[config.mk]
export PLATFORM = sky130hd
export DESIGN_NAME = tvec_sequencer
export DESIGN_NICKNAME = d
export VERILOG_FILES = /design/src/rtl/tvec_seq_pkg.sv /design/src/rtl/tvec_exp_pipe.sv /design/src/rtl/tvec_sequencer.sv
export SDC_FILE = /design/constraint.sdc
export NUM_CORES = 1
export LEC_CHECK = 0
export ABC_AREA = 0
export BUFFER_PORTS_ARGS = -buffer_cell sky130_fd_sc_hd__buf_2
export CORE_AREA = 2 2 88 90
export DETAILED_ROUTE_END_ITERATION = 8
export DIE_AREA = 0 0 90 92
export GPL_TIMING_DRIVEN = 0
export HOLD_SLACK_MARGIN = 0.06
export PLACE_DENSITY = 0.64
export SETUP_SLACK_MARGIN = 0.02
export SLEW_MARGIN = 40
export SYNTH_ARGS = -nofsm -noshare
export SYNTH_HDL_FRONTEND = slang
export SYNTH_SLANG_ARGS = --single-unit
[constraint.sdc]
create_clock -name clk -period 4 [get_ports clk]
set_input_delay 0.4 -clock clk [delete_from_list [all_inputs] [get_ports clk]]
set_output_delay 0.4 -clock clk [all_outputs]
set_load 0.05 [all_outputs]
[src/rtl/tvec_seq_pkg.sv]
`default_nettype none
// ============================================================================
// Module      : tvec_seq_pkg
// Description : Shared types and constants for the test-vector sequencer.
//               Holds the sequencer FSM state encoding and the ROM word
//               field offsets (expected response in the low bits, stimulus
//               above it).
// Revision    : 1.0 - initial release
// ============================================================================
package tvec_seq_pkg;

    typedef enum logic [2:0] {
        ST_IDLE  = 3'd0,
        ST_FETCH = 3'd1,
        ST_RUN   = 3'd2,
        ST_DRAIN = 3'd3,
        ST_DONE  = 3'd4
    } tvec_state_t;

    // Expected response always sits at bit 0 of the ROM word.
    localparam int c_EXP_LSB = 0;

    // Stimulus field starts directly above the expected-response field.
    function automatic int stim_lsb(input int out_w);
        return c_EXP_LSB + out_w;
    endfunction

endpackage
`default_nettype wire

[src/rtl/tvec_exp_pipe.sv]
`default_nettype none
// ============================================================================
// Module      : tvec_exp_pipe
// Description : LATENCY-deep shift register carrying {valid, payload} for
//               each applied vector, so the expected response (and
//               optionally its ROM address) reaches the tail exactly when
//               the DUT response for that vector is due.
// Ports       : clk, rst      - clock, asynchronous active-high reset
//               in_vld/in_data  - entry stage, shifted in every clock
//               out_vld/out_data - tail stage
// Revision    : 1.0 - initial release
// ============================================================================
module tvec_exp_pipe #(
    parameter int LATENCY = 4,
    parameter int DW      = 1
) (
    input  logic          clk,
    input  logic          rst,
    input  logic          in_vld,
    input  logic [DW-1:0] in_data,
    output logic          out_vld,
    output logic [DW-1:0] out_data
);

    logic [LATENCY-1:0] r_vld;
    logic [DW-1:0]      r_data [LATENCY];

    always_ff @(posedge clk or posedge rst) begin
        if (rst) begin
            r_vld <= '0;
            for (int i = 0; i < LATENCY; i++) r_data[i] <= '0;
        end else begin
            r_vld[0]  <= in_vld;
            r_data[0] <= in_data;
            for (int i = 1; i < LATENCY; i++) begin
                r_vld[i]  <= r_vld[i-1];
                r_data[i] <= r_data[i-1];
            end
        end
    end

    assign out_vld  = r_vld[LATENCY-1];
    assign out_data = r_data[LATENCY-1];

endmodule
`default_nettype wire

[src/rtl/tvec_sequencer.sv]
`default_nettype none
// ============================================================================
// Module      : tvec_sequencer
// Description : Synthesizable test-vector controller. Streams stimulus words
//               from a vector ROM into a DUT at one vector per clock and
//               compares the DUT response against the expected bits LATENCY
//               edges later, counting mismatches (saturating).
// Ports       : clk, rst          - clock, asynchronous active-high reset
//               start, num_vec    - run request and vector count
//               vec_rd, vec_addr, vec_data - vector ROM interface
//               dut_in, dut_out   - DUT stimulus / response
//               busy, done        - run status
//               err_count, err_sat - mismatch counter and saturation flag
// Options     : TVEC_SEQ_FIRST_ERR_EN adds first_err_idx / first_err_vld,
//               the ROM index of the first mismatching vector in a run.
// Revision    : 1.0 - initial release
// ============================================================================
module tvec_sequencer
    import tvec_seq_pkg::*;
#(
    parameter int IN_W    = 3,
    parameter int OUT_W   = 1,
    parameter int ADDR_W  = 10,
    parameter int LATENCY = 4,
    parameter int CNT_W   = 16
) (
    input  logic                  clk,
    input  logic                  rst,
    input  logic                  start,
    input  logic [ADDR_W:0]       num_vec,
    output logic                  vec_rd,
    output logic [ADDR_W-1:0]     vec_addr,
    input  logic [IN_W+OUT_W-1:0] vec_data,
    output logic [IN_W-1:0]       dut_in,
    input  logic [OUT_W-1:0]      dut_out,
    output logic                  busy,
    output logic                  done,
    output logic [CNT_W-1:0]      err_count,
    output logic                  err_sat
`ifdef TVEC_SEQ_FIRST_ERR_EN
    ,
    output logic [ADDR_W-1:0]     first_err_idx,
    output logic                  first_err_vld
`endif
);

    localparam int c_WORD_W   = IN_W + OUT_W;
    localparam int c_STIM_LSB = stim_lsb(OUT_W);
    localparam int c_DCNT_W   = $clog2(LATENCY + 1);
    localparam logic [ADDR_W:0]     c_MAX_VEC    = {1'b1, {ADDR_W{1'b0}}};
    localparam logic [CNT_W-1:0]    c_CNT_MAX    = '1;
    localparam logic [c_DCNT_W-1:0] c_DRAIN_LAST = c_DCNT_W'(LATENCY);
`ifdef TVEC_SEQ_FIRST_ERR_EN
    localparam int c_PIPE_W = OUT_W + ADDR_W;
`else
    localparam int c_PIPE_W = OUT_W;
`endif

    tvec_state_t         r_state, w_state_nxt;
    logic [ADDR_W-1:0]   r_last;      // index of final vector in this run
    logic                r_rd_d;      // vec_data holds a valid word this cycle
    logic [ADDR_W-1:0]   r_addr_d;    // address of that word
    logic [c_DCNT_W-1:0] r_dcnt;

    logic                w_start_ok;
    logic [ADDR_W:0]     w_nv_clamp;
    logic                w_last_applied;
    logic                w_issue_more;
    logic                w_tail_vld;
    logic [c_PIPE_W-1:0] w_pipe_in;
    logic [c_PIPE_W-1:0] w_tail;
    logic [OUT_W-1:0]    w_tail_exp;
    logic                w_mis;

    assign w_start_ok     = start && ((r_state == ST_IDLE) || (r_state == ST_DONE));
    assign w_nv_clamp     = (num_vec > c_MAX_VEC) ? c_MAX_VEC : num_vec;
    assign w_last_applied = r_rd_d && (r_addr_d == r_last);
    assign w_issue_more   = vec_rd && (vec_addr != r_last);

    // ------------------------------------------------------------------
    // Next-state logic
    // ------------------------------------------------------------------
    always_comb begin
        w_state_nxt = r_state;
        case (r_state)
            ST_IDLE, ST_DONE: begin
                if (w_start_ok)
                    w_state_nxt = (num_vec == '0) ? ST_DONE : ST_FETCH;
            end
            ST_FETCH: w_state_nxt = ST_RUN;
            ST_RUN:   if (w_last_applied) w_state_nxt = ST_DRAIN;
            // One extra edge beyond LATENCY lets the final compare land in
            // err_count before done is raised.
            ST_DRAIN: if (r_dcnt == c_DRAIN_LAST) w_state_nxt = ST_DONE;
            default:  w_state_nxt = ST_IDLE;
        endcase
    end

    assign busy = (r_state == ST_FETCH) || (r_state == ST_RUN) || (r_state == ST_DRAIN);
    assign done = (r_state == ST_DONE);

    // ------------------------------------------------------------------
    // Sequencing, stimulus register and error counter
    // ------------------------------------------------------------------
    always_ff @(posedge clk or posedge rst) begin
        if (rst) begin
            r_state   <= ST_IDLE;
            vec_rd    <= 1'b0;
            vec_addr  <= '0;
            r_last    <= '0;
            r_rd_d    <= 1'b0;
            r_addr_d  <= '0;
            r_dcnt    <= '0;
            dut_in    <= '0;
            err_count <= '0;
            err_sat   <= 1'b0;
        end else begin
            r_state  <= w_state_nxt;
            r_rd_d   <= vec_rd;
            r_addr_d <= vec_addr;

            if (w_start_ok) begin
                r_last   <= ADDR_W'(w_nv_clamp - 1'b1);
                vec_addr <= '0;
                vec_rd   <= (num_vec != '0);
            end else if (w_issue_more) begin
                vec_addr <= vec_addr + ADDR_W'(1);
            end else begin
                vec_rd   <= 1'b0;
            end

            r_dcnt <= (r_state == ST_DRAIN) ? r_dcnt + c_DCNT_W'(1) : '0;

            if (r_rd_d)
                dut_in <= vec_data[c_WORD_W-1:c_STIM_LSB];

            if (w_start_ok) begin
                err_count <= '0;
                err_sat   <= 1'b0;
            end else if (w_mis && (err_count != c_CNT_MAX)) begin
                err_count <= err_count + CNT_W'(1);
                if (err_count == c_CNT_MAX - CNT_W'(1))
                    err_sat <= 1'b1;
            end
        end
    end

    // ------------------------------------------------------------------
    // Expected-response pipe
    // ------------------------------------------------------------------
`ifdef TVEC_SEQ_FIRST_ERR_EN
    assign w_pipe_in  = {vec_data[c_EXP_LSB +: OUT_W], r_addr_d};
    assign w_tail_exp = w_tail[c_PIPE_W-1:ADDR_W];
`else
    assign w_pipe_in  = vec_data[c_EXP_LSB +: OUT_W];
    assign w_tail_exp = w_tail;
`endif

    tvec_exp_pipe #(
        .LATENCY (LATENCY),
        .DW      (c_PIPE_W)
    ) u_exp_pipe (
        .clk      (clk),
        .rst      (rst),
        .in_vld   (r_rd_d),
        .in_data  (w_pipe_in),
        .out_vld  (w_tail_vld),
        .out_data (w_tail)
    );

    assign w_mis = w_tail_vld && (dut_out != w_tail_exp);

`ifdef TVEC_SEQ_FIRST_ERR_EN
    always_ff @(posedge clk or posedge rst) begin
        if (rst) begin
            first_err_idx <= '0;
            first_err_vld <= 1'b0;
        end else if (w_start_ok) begin
            first_err_idx <= '0;
            first_err_vld <= 1'b0;
        end else if (w_mis && !first_err_vld) begin
            first_err_idx <= w_tail[ADDR_W-1:0];
            first_err_vld <= 1'b1;
        end
    end
`endif

endmodule
`default_nettype wire

==> impl_metrics.env <==
export IMPL_clk_path_buf_depth=2
export IMPL_p_per_area_nw_per_um2=674
export IMPL_vias=2531
export IMPL_grt_pass1_vias=2415
export IMPL_grt_setup_unrepaired="no"
export IMPL_yosysUniqueCellTypes=44
export IMPL_clk_pin_slew_ns=0.07
export IMPL_power_share_clock=0.182
export IMPL_avgViaCountPerCell=5.27
export IMPL_drt_total_wl_um=6960
export IMPL_synth_yosys_seq_area_share=0.515
export IMPL_grt_pass1_wl_um=11600
export IMPL_area_growth_pct=17.9
export IMPL_critPathSlowestCell="nor4_2"
export IMPL_grt_overflow=0
export IMPL_finalCritPeriodShare=0.514
export IMPL_totalPowerFinal_mw=2.55
export IMPL_arrival_ns=2.26
export IMPL_antenna_found_initial=0
export IMPL_cts_root_buf="clkbuf_8"
export IMPL_drc=0
export IMPL_hp_class="input pin to register"
export IMPL_cp_max_fo=9
export IMPL_period_needed_ns=2.06
export IMPL_seqPwrFrac=0.437
export IMPL_fin_tns_setup_ns=0
export IMPL_cts_buffers=9
export IMPL_dieArea_sq_um=8280
export IMPL_internal_power_mw=1.43
export IMPL_die_w_um=90
export IMPL_dpl_cell_count=464
export IMPL_ys_ff_latch=66
export IMPL_syn_inst=310
export IMPL_crit_chain="nand4_1 -> nor4_2 -> a211oi_1 -> xnor2_1 -> nor2_1"
export IMPL_cts_resized=0
export IMPL_status="finished, final reports clean"
export IMPL_crit_required_ns=4.21
export IMPL_tightestPinTransition_ns=0.734
export IMPL_dp_final_hpwl_um=5020
export IMPL_cts_sinks=66
export IMPL_critical_path_buf_inv_count=0
export IMPL_crit_type="register to register"
export IMPL_clock_latency_ns=0.34
export IMPL_fin_area_sq_um=3780
export IMPL_setup_viol=0
export IMPL_place_ws_ns=1.79
export IMPL_grtUsageTotal=0.177
export IMPL_hold_viol=0
export IMPL_cp_start_kind="register"
export IMPL_slew_violations=0
export IMPL_drive_above_1_share=0.214
export IMPL_setup_ws_ns=1.94
export IMPL_end_kind="register"
export IMPL_final_cells=480
export IMPL_first_iter_violations=200
export IMPL_leakage_nw=1.67
export IMPL_synth_warnings=0
export IMPL_path_delay_family="simple AND/OR/NAND/NOR gates"
export IMPL_slew_headroom=0.507
export IMPL_grt_max_degree=40
export IMPL_p_comb_frac=0.381
export IMPL_switching_share=0.438
export IMPL_antenna_left=0
export IMPL_gp_congestion=0.823
export IMPL_nets=399
export IMPL_n_antenna_cell=0
export IMPL_synth_edff_count=0
export IMPL_die_h_um=92
export IMPL_synth_fp_nets=335
export IMPL_ir_drop_mv=0.357
export IMPL_p_sw_mw=1.12
export IMPL_final_util=0.508
export IMPL_holdWs_ns=0.173
export IMPL_fp_coreArea_sq_um=7450
export IMPL_cts_max_level=3
export IMPL_ys_flop_type="dfrtp_1"
export IMPL_io_buffers=51
export IMPL_pin_count=52
export IMPL_fin_skew_ns=0.00765
export IMPL_max_freq_mhz=486
export IMPL_start_util=0.431
export IMPL_slowest_delay_ns=0.75
export IMPL_async_reset_ff_frac=1.00
export IMPL_num_rows=32
export IMPL_synth_area_sq_um=3210
export IMPL_drt_pass1_iterations=4
export IMPL_drv_cap=0
export IMPL_wire_per_inst_um=14.5
export IMPL_syn_area_per_cell_sq_um=10.3
export IMPL_cts_tree="done"
export IMPL_dpl_cell_area_sq_um=3610
## path summary, 6_finish.rpt
check	endpoint	from	cells after the start	slack, ns
min in group asynchronous	dut_in[2]	rst	3	0.60
worst min register to register	u_exp_pipe.r_data[1]	u_exp_pipe.r_data[2]	0	0.35
worst max-delay path	err_count[5]	err_count[11]	5	1.94
max in group asynchronous	r_last[7]	rst	4	2.87
worst min-delay path	u_exp_pipe.r_data[3]	vec_data[0]	1	0.17
worst max register to register	err_count[5]	err_count[11]	5	1.94
## synthesized netlist by cell type (all sizes together), types with 6 or more instances
master,count,area [sq um]
clkbuf,7,26.3
nand3,9,45.0
a21oi,12,60.1
o21ai,7,35.0
or3,6,42.5
nor4,8,62.6
nor2,32,120
nand2,31,116
xor2,14,123
nand4,9,56.3
nor3,9,56.3
inv,7,26.3
a31oi,7,43.8
dfrtp,66,1650
xnor2,25,219
ha,6,75.1
## per-layer routing
metal	wire (um)	GRT usage	vias up
li1	-	-	1223
met1	3240	0.233	1237
met2	3260	0.280	61
met3	353	0.0559	10
met4	107	0.0603	0
met5	0	0	-
## state kept, by name, indices dropped and copies added, names as in the netlist
register / flops
err_sat: 1
r_dcnt: 3
u_exp_pipe.r_vld: 4
r_last: 10
r_state: 3
u_exp_pipe.r_data: 3
vec_rd: 1
u_exp_pipe.out_data: 1
r_addr_d: 10
r_rd_d: 1
dut_in: 3
vec_addr: 10
err_count: 16
## power groups by stage
stage          sequential, mW  combinational [mW]  clock [mW]
2_1_floorplan            1.37               0.469           0
3_3_place_gp             1.12               0.955           0
3_5_place_dp             1.13               0.975           0
4_1_cts                  1.12               0.980       0.484
5_1_grt                  1.15                1.07       0.513
6_report                 1.11               0.971       0.465
## layout by cell type (no fill, tap or decap), types with 3 or more instances in the layout
cell type,n
dfrtp_1,66
buf_2,52
nor2_1,32
nand2_1,31
xnor2_1,25
xor2_1,14
a21oi_1,12
nand3_1,9
nand4_1,9
clkbuf_8,9
nor3_1,8
clkbuf_1,7
a31oi_1,7
nor4_1,6
o21ai_0,6
inv_1,6
ha_1,6
mux2_2,5
and3_1,5
mux2i_1,5
or3_1,5
and2_1,5
nand2b_1,4
a211oi_1,4
clkinv_2,4
or4_1,3
nor4b_1,3
o211ai_1,3
## cell type report
type | count | area [sq um]
timing repair buffer | 53 | 285
sequential | 66 | 1650
fill | 725 | 3670
multi-input combinational | 228 | 1490
clock buffer | 9 | 124
inverter | 7 | 28.8
tap | 102 | 128
buffer | 9 | 35.0
clock inverter | 6 | 35.0
## what timing repair did
item,in CTS,in global routing
buffers inserted,0,0
hold buffers,1,0
hold endpoints to repair,27,0
## logic make-up after synthesis
group | after synthesis | synth area share
buffers and inverters | 16 | 0.0191
DFF | 66 | 0.515
adders and majority gates | 6 | 0.0234
muxes | 10 | 0.0332
xor gates and xnor gates | 39 | 0.107
AOI/OAI and AO/OA | 44 | 0.0909
and+or+nand+nor | 129 | 0.212
(Power assumes the default switching activity.)
